==> src/rtl/dyser_input_port.sv <==
// dyser_input_port: host-to-fabric injection port; buffers host words in a FIFO
// and forwards them as valid-tagged words under one-bit credit flow control.
`ifndef PATH_WIDTH
`define PATH_WIDTH 32
`endif
module dyser_input_port #(
    parameter int FIFO_DEPTH = 4,
    parameter int CREDITS    = 2,
    parameter int PORT_ID    = 0
) (
    input  logic                            clk,
    input  logic                            rst,
    input  logic                            conf_en,
    input  logic [`PATH_WIDTH-1:0]          host_data,
    input  logic                            host_valid,
    output logic                            host_ready,
    output logic [`PATH_WIDTH:0]            d_out,
    input  logic                            c_in,
    output logic [$clog2(FIFO_DEPTH):0]     fifo_count,
    output logic [$clog2(CREDITS):0]        credit_cnt,
    output logic                            credit_err
);
    localparam int AW = $clog2(FIFO_DEPTH);
    localparam int CW = $clog2(CREDITS) + 1;
    if (FIFO_DEPTH < 2 || (FIFO_DEPTH & (FIFO_DEPTH - 1)) != 0 || CREDITS < 1 || PORT_ID < 0) begin : g_bad_param
        $error("dyser_input_port: illegal parameters");
    end
    typedef enum logic {S_RUN, S_CONF} state_t;
    state_t                 r_state, w_next;
    logic [`PATH_WIDTH-1:0] r_mem [FIFO_DEPTH];
    logic [AW-1:0]          r_wr, r_rd;
    logic [AW:0]            r_count;
    logic [CW-1:0]          r_credit;
    logic                   r_err;
    logic [`PATH_WIDTH:0]   r_dout;
    logic                   w_full, w_empty, w_push, w_pop, w_send_en, w_conf, w_ret;
    always_ff @(posedge clk) begin
        if (rst) r_state <= S_RUN;
        else     r_state <= w_next;
    end
    always_comb begin
        w_next = r_state;
        if (r_state == S_RUN && conf_en)   w_next = S_CONF;
        if (r_state == S_CONF && !conf_en) w_next = S_RUN;
    end
    always_comb begin
        w_send_en = (r_state == S_RUN) && !conf_en;
        w_conf    = (r_state == S_CONF);
    end
    assign w_full     = r_count == (AW+1)'(FIFO_DEPTH);
    assign w_empty    = r_count == '0;
    assign host_ready = !rst && !w_full;
    assign w_push     = host_valid && host_ready;
    assign w_pop      = w_send_en && !w_empty && r_credit != '0;
    // c_in is only honoured outside the configuration phase
    assign w_ret      = c_in && !w_conf;
    always_ff @(posedge clk) begin
        if (w_push) r_mem[r_wr] <= host_data;
    end
    always_ff @(posedge clk) begin
        if (rst) begin
            r_wr     <= '0;
            r_rd     <= '0;
            r_count  <= '0;
            r_credit <= CW'(CREDITS);
            r_err    <= 1'b0;
            r_dout   <= '0;
        end else begin
            if (w_push) r_wr <= r_wr + AW'(1);
            if (w_pop)  r_rd <= r_rd + AW'(1);
            r_count <= r_count + (AW+1)'(w_push) - (AW+1)'(w_pop);
            r_dout  <= w_pop ? {1'b1, r_mem[r_rd]} : '0;
            if (w_conf)
                r_credit <= CW'(CREDITS);
            else if (w_ret && !w_pop && r_credit == CW'(CREDITS))
                r_err <= 1'b1;
            else if (w_ret && !w_pop)
                r_credit <= r_credit + CW'(1);
            else if (w_pop && !w_ret)
                r_credit <= r_credit - CW'(1);
        end
    end
    assign d_out      = r_dout;
    assign fifo_count = r_count;
    assign credit_cnt = r_credit;
    assign credit_err = r_err;
endmodule

==> config.mk <==
export PLATFORM = sky130hd
export DESIGN_NAME = dyser_input_port
export DESIGN_NICKNAME = d
export VERILOG_FILES = /design/src/rtl/dyser_input_port.sv
export SDC_FILE = /design/constraint.sdc
export NUM_CORES = 1
export LEC_CHECK = 0
export BUFFER_PORTS_ARGS = -buffer_cell sky130_fd_sc_hd__buf_2
export CAP_MARGIN = 20
export CORE_UTILIZATION = 26
export CTS_CLUSTER_SIZE = 12
export DETAILED_ROUTE_END_ITERATION = 6
export GPL_ROUTABILITY_DRIVEN = 0
export GPL_TIMING_DRIVEN = 0
export PLACE_DENSITY = 0.43
export SYNTH_ARGS = -nofsm -noshare
export SYNTH_HDL_FRONTEND = slang
export SYNTH_SLANG_ARGS = --single-unit
==> constraint.sdc <==
create_clock -name clk -period 3 [get_ports clk]
set_input_delay 0 -clock clk [delete_from_list [all_inputs] [get_ports clk]]
set_output_delay 0 -clock clk [all_outputs]
set_load 0.02 [all_outputs]
Word-level counts from Yosys, hierarchy flattened
Memory sizes are Yosys's and may differ from the RTL's. A register that Yosys moved wholly into a read port is not among the register bits. Cells that the tools add are included.

Register bits: 44. Memories kept: 1. Input port bits: 37. Word-level logic and storage cells: 53. Memory bits (writable): 128.

Reductions and logical operators: 26. Eq/ne operators: 2. $add $sub $neg: 6. Multiplexer cells: 7. Bitwise logic cells: 3.

Memory list: r_mem (depth 4, bits a word 32, rd ports 1, clocked after Yosys merged registers in 1, write ports 1, line 30) `` logic [`PATH_WIDTH-1:0] r_mem [FIFO_DEPTH]; ``.

Operators with widths (number): 33-bit two-way mux (1); 1-bit logical AND (11); 2-bit two-way mux (4); 1-bit logical NOT (7); 2-bit by 1-bit adder with 2-bit output (second input constant) (3); 2-bit OR reduction (3); 2-bit AND reduction (2); 2-bit nonzero test (2); 3-bit by 1-bit adder with 3-bit output (1); 3-bit == test (second input constant) (1); 3-bit logical NOT (1); 1-bit NOT (3); 3-bit by 1-bit subtractor with 3-bit output (1); 2-bit == test (second input constant) (1); 1-bit two-way mux (2); 2-bit by 1-bit subtractor with 2-bit output (second input constant) (1).

Depth between registers and ports, before layout
Word-level depth: 9. Mapped depth: 13.

Worst setup path before layout
Ideal clock, no wire load.

Path kind: register -> register. From: register r_count[1], in the netlist fifo_count[1]. To: register r_count[2], in the netlist fifo_count[2]. Cell stages (with the launch flop): 12. Data arrival time: 2466 ps. Required time: 2872 ps. Clock period less this slack: 2594 ps. Setup slack: 406 ps. Path buffers: 0. Setup time: 128 ps. Cells stage by stage: dfxtp_1 -> nor2_1 -> a211oi_1 -> inv_1 -> ha_1 -> inv_1 -> ha_1 -> inv_1 -> fa_1 -> xor2_1 -> xnor2_1 -> nor2_1.

Word-level cells in the longest chain between the ends: 6. Elaborated cells between the ends (all ways): 10.

RTL lines: start, declared (line 32) `logic [AW:0] r_count;`; start signal, assigned (line 71) `r_count <= r_count + (AW+1)'(w_push) - (AW+1)'(w_pop);`; 3-bit == test (line 50) `assign w_full = r_count == (AW+1)'(FIFO_DEPTH);`; 1-bit logical NOT (line 52) `assign host_ready = !rst && !w_full;`; 1-bit logical AND (line 52); 1-bit logical AND (line 53) `assign w_push = host_valid && host_ready;`; 3-bit by 1-bit adder with 3-bit output (line 71); 3-bit by 1-bit subtractor with 3-bit output * (line 71).

Every way passes the cells marked *; elsewhere a longest branch is shown, timed or not. A chain may end at the register's enable or synchronous reset.

Worst setup path after layout
From: register r_credit[0], in the netlist credit_cnt[0]. To: register r_count[2], in the netlist fifo_count[2].

Word-level cells in the longest chain between the ends: 3.

RTL lines: start, declared (line 33) `logic [CW-1:0] r_credit;`; start signal, assigned (line 65) `r_credit <= CW'(CREDITS);`; start signal, assigned (line 74) `r_credit <= CW'(CREDITS);`; start signal, assigned (line 78) `r_credit <= r_credit + CW'(1);`; 2-bit nonzero test (line 54) `assign w_pop = w_send_en && !w_empty && r_credit != '0;`; 1-bit logical AND (line 54); net w_pop (line 36) `logic w_full, w_empty, w_push, w_pop, w_send_en, w_conf, w_ret;`; 3-bit by 1-bit subtractor with 3-bit output (line 71).

The timed path passes the listed nets, and every way through them passes these cells.

==> metrics <==
share of synthesized registers carrying an async set or reset 0%; most used flip-flop cell after synthesis sky130_fd_sc_hd__edfxtp_1; met3 demand-to-capacity share in global routing 3.25%; Die Span X 156 um; DR WL/cell 15.7 um; Post-Route WL 12.2 mm; Residual DRC 0; floorplan die area 24400 sq um; initial core utilization 26.4%; worst setup path start credit_cnt[0]$_SDFFE_PP0P_; number of maximum-capacitance constraint violations 0; syn nets 353; Placeable Area 23400 sq um; chip height 156 um; worst reg2reg startpoint credit_cnt[0]$_SDFFE_PP0P_; run status completed; kind of capture point of the worst setup path register; Max-slew headroom 44.2%; GRT met1 Usage 13.0%; setup repair after global routing missed its margin false; aggregate global-route resource usage 10.9%; clock period minus worst slack 2.54 ns; number of nets in the layout 490; final global-route overflow total 0; DP Worst Slack 0.235 ns; Setup Viol. Count Final 0; average instance area after synthesis 20.0 sq um; master cell of the clock root buffer sky130_fd_sc_hd__clkbuf_16; total number of vias 3106; peak supply drop 244 uV; transition time of the tightest slew-check pin 0.837 ns; first-pass GRT wire length 18.9 mm; max frequency 394 MHz; Top-Level Pins 77; largest net degree at the start of global routing 28; number of antenna violations at the first check in global routing 0; clk_skew 0.00872 ns; Worst Hold Class in2reg; final count of pins violating max slew 0; Area growth syn-to-layout 29.3%; clock transition at the registers of the reported paths 0.07 ns; Static Leak 0.00281 uW; worst endpoint required time 3.29 ns; ratio of cells with drive above 1 in the final layout 35.9%; Yosys cell types 33; vias in the first global route 3380; met2 capacity usage during global routing 18.5%; cell area after technology mapping 6170 sq um; Pwr Total 5970 uW; sequential area share after synthesis 77.2%; Fin. Hold Viols 0; class of the most critical setup path reg2reg; most used routing layer met2; peak fanout along the critical path 10; number of clock sinks 174; #FFs+latches synth 174; Power Density 748 nW/um^2; via/cell ratio 3.99; count of flip-flops with a built-in enable after synthesis 128; Post-Synthesis Cells 309; most common library cell in the layout ignoring fill and taps sky130_fd_sc_hd__edfxtp_1; HPWL after detailed placement 7.46 mm; drt first-iter violations 146; CTS tree done; Antenna Cells 0; Fin Setup TNS 0 ns; total CTS buffers 17; synthesis warning total 0; startpoint types register; number of levels the H-tree was split into 4; setup slack of the worst register-to-register path 0.46 ns; crit path DAT 2.83 ns; number of port buffers 76; clock latency on the worst-skew pair 0.42 ns; most frequent cells in the layout sky130_fd_sc_hd__edfxtp_1 (128), sky130_fd_sc_hd__buf_2 (79), sky130_fd_sc_hd__dfxtp_1 (46); min-delay src host_data[22]; final setup margin 0.461 ns; post-route clock period utilization 84.6%; count of nets left with antenna violations after detail routing 0; number of core rows 56; 1st-pass router iterations 6; maximum buffer depth of the clock tree 2
==> Yosys cell counts, types with 3 or more instances <==
library cell	number	area share, %
sky130_fd_sc_hd__edfxtp_1	128	62
sky130_fd_sc_hd__nor2b_1	27	2.7
sky130_fd_sc_hd__buf_2	3	0.24
sky130_fd_sc_hd__nor2b_2	6	0.85
sky130_fd_sc_hd__ha_1	6	1.2
sky130_fd_sc_hd__mux4_2	32	12
sky130_fd_sc_hd__dfxtp_1	46	15
sky130_fd_sc_hd__nor2_1	12	0.73
sky130_fd_sc_hd__inv_1	10	0.61
sky130_fd_sc_hd__xnor2_1	4	0.57
sky130_fd_sc_hd__buf_6	3	0.55
sky130_fd_sc_hd__and2_1	4	0.41
sky130_fd_sc_hd__clkbuf_1	5	0.30
==> report_power, final <==
group	total [uW]	switching, uW	internal [uW]
registers	2840	67.7	2770
logic	1050	536	511
clock network	2090	919	1170
total	5970	1520	4450
==> layer usage <==
layer | wire [um] | up-vias
met4 | 127 | 0
met5 | 0 | -
li1 | - | 1452
met1 | 5520 | 1583
met3 | 497 | 10
met2 | 6070 | 61
==> per-stage QoR <==
stage	instance area, sq um	hold slack [ns]	cells	utilization [%]
6_report	7980	0.336	778	34.1
4_1_cts	7960	0.00941	777	34.0
2_1_floorplan	6170	0.0716	309	-
3_3_place_gp	6950	0.213	704	29.7
3_5_place_dp	7030	0.220	708	30.1
5_1_grt	7980	0.325	778	34.1
==> final cells by class <==
cell class | instances | area (sq um)
timing repair buffer | 118 | 841
buffer | 13 | 82.6
multi-input combinational | 112 | 1290
clock inverter | 13 | 113
tap | 319 | 399
sequential | 174 | 4760
fill | 2321 | 15400
clock buffer | 19 | 443
inverter | 10 | 37.5
==> cells by family (layout without fill, tap and decap cells) <==
group / Yosys count / after routing / share of synthesized area (%)
compound gates: 11 / 11 / 1.34
xor+xnor: 5 / 5 / 0.710
fa+ha+maj: 7 / 7 / 1.54
buf+inv: 23 / 173 / 1.95
flops: 174 / 174 / 77.2
mux: 32 / 32 / 11.7
simple gates: 57 / 57 / 5.56
==> what timing repair did <==
| item | 4_1_cts | 5_1_grt |
|---|---|---|
| resized for setup | 0 | 1 |
| setup buffers | 0 | 0 |
| hold buffers | 37 | 1 |
| endpoints found under the setup margin | 0 | 1 |
| hold endpoints to repair | 132 | 1 |
==> critical path, cell delays in order (launching register included) <==
cell and delay [ns]:
sky130_fd_sc_hd__dfxtp_1 0.33, sky130_fd_sc_hd__buf_4 0.15, sky130_fd_sc_hd__nor2_1 0.04, sky130_fd_sc_hd__or4_1 0.46, sky130_fd_sc_hd__buf_4 0.19, sky130_fd_sc_hd__inv_1 0.06
sky130_fd_sc_hd__ha_1 0.21, sky130_fd_sc_hd__inv_1 0.05, sky130_fd_sc_hd__ha_1 0.13, sky130_fd_sc_hd__inv_1 0.05, sky130_fd_sc_hd__fa_1 0.37, sky130_fd_sc_hd__xor2_1 0.17
sky130_fd_sc_hd__xnor2_1 0.13, sky130_fd_sc_hd__nor2_1 0.05
==> path summary, 6_finish.rpt <==
kind	endpoint	cells after the start
setup / recovery	fifo_count[2]$_SDFF_PP0_	13
hold / removal	r_mem[2][22]$_DFFE_PP_	2
setup reg to reg	fifo_count[2]$_SDFF_PP0_	13
hold reg to reg	credit_err$_SDFFE_PP0P_	2
==> sequential cells by signal, indices dropped and copies added, names as in the netlist, named ones only <==
| signal | cells |
|---|---|
| credit_cnt | 2 |
| credit_err | 1 |
| d_out | 33 |
| fifo_count | 3 |
| r_mem | 128 |
| r_rd | 2 |
| r_state | 1 |
| r_wr | 2 |
(Power assumes the default switching activity.)
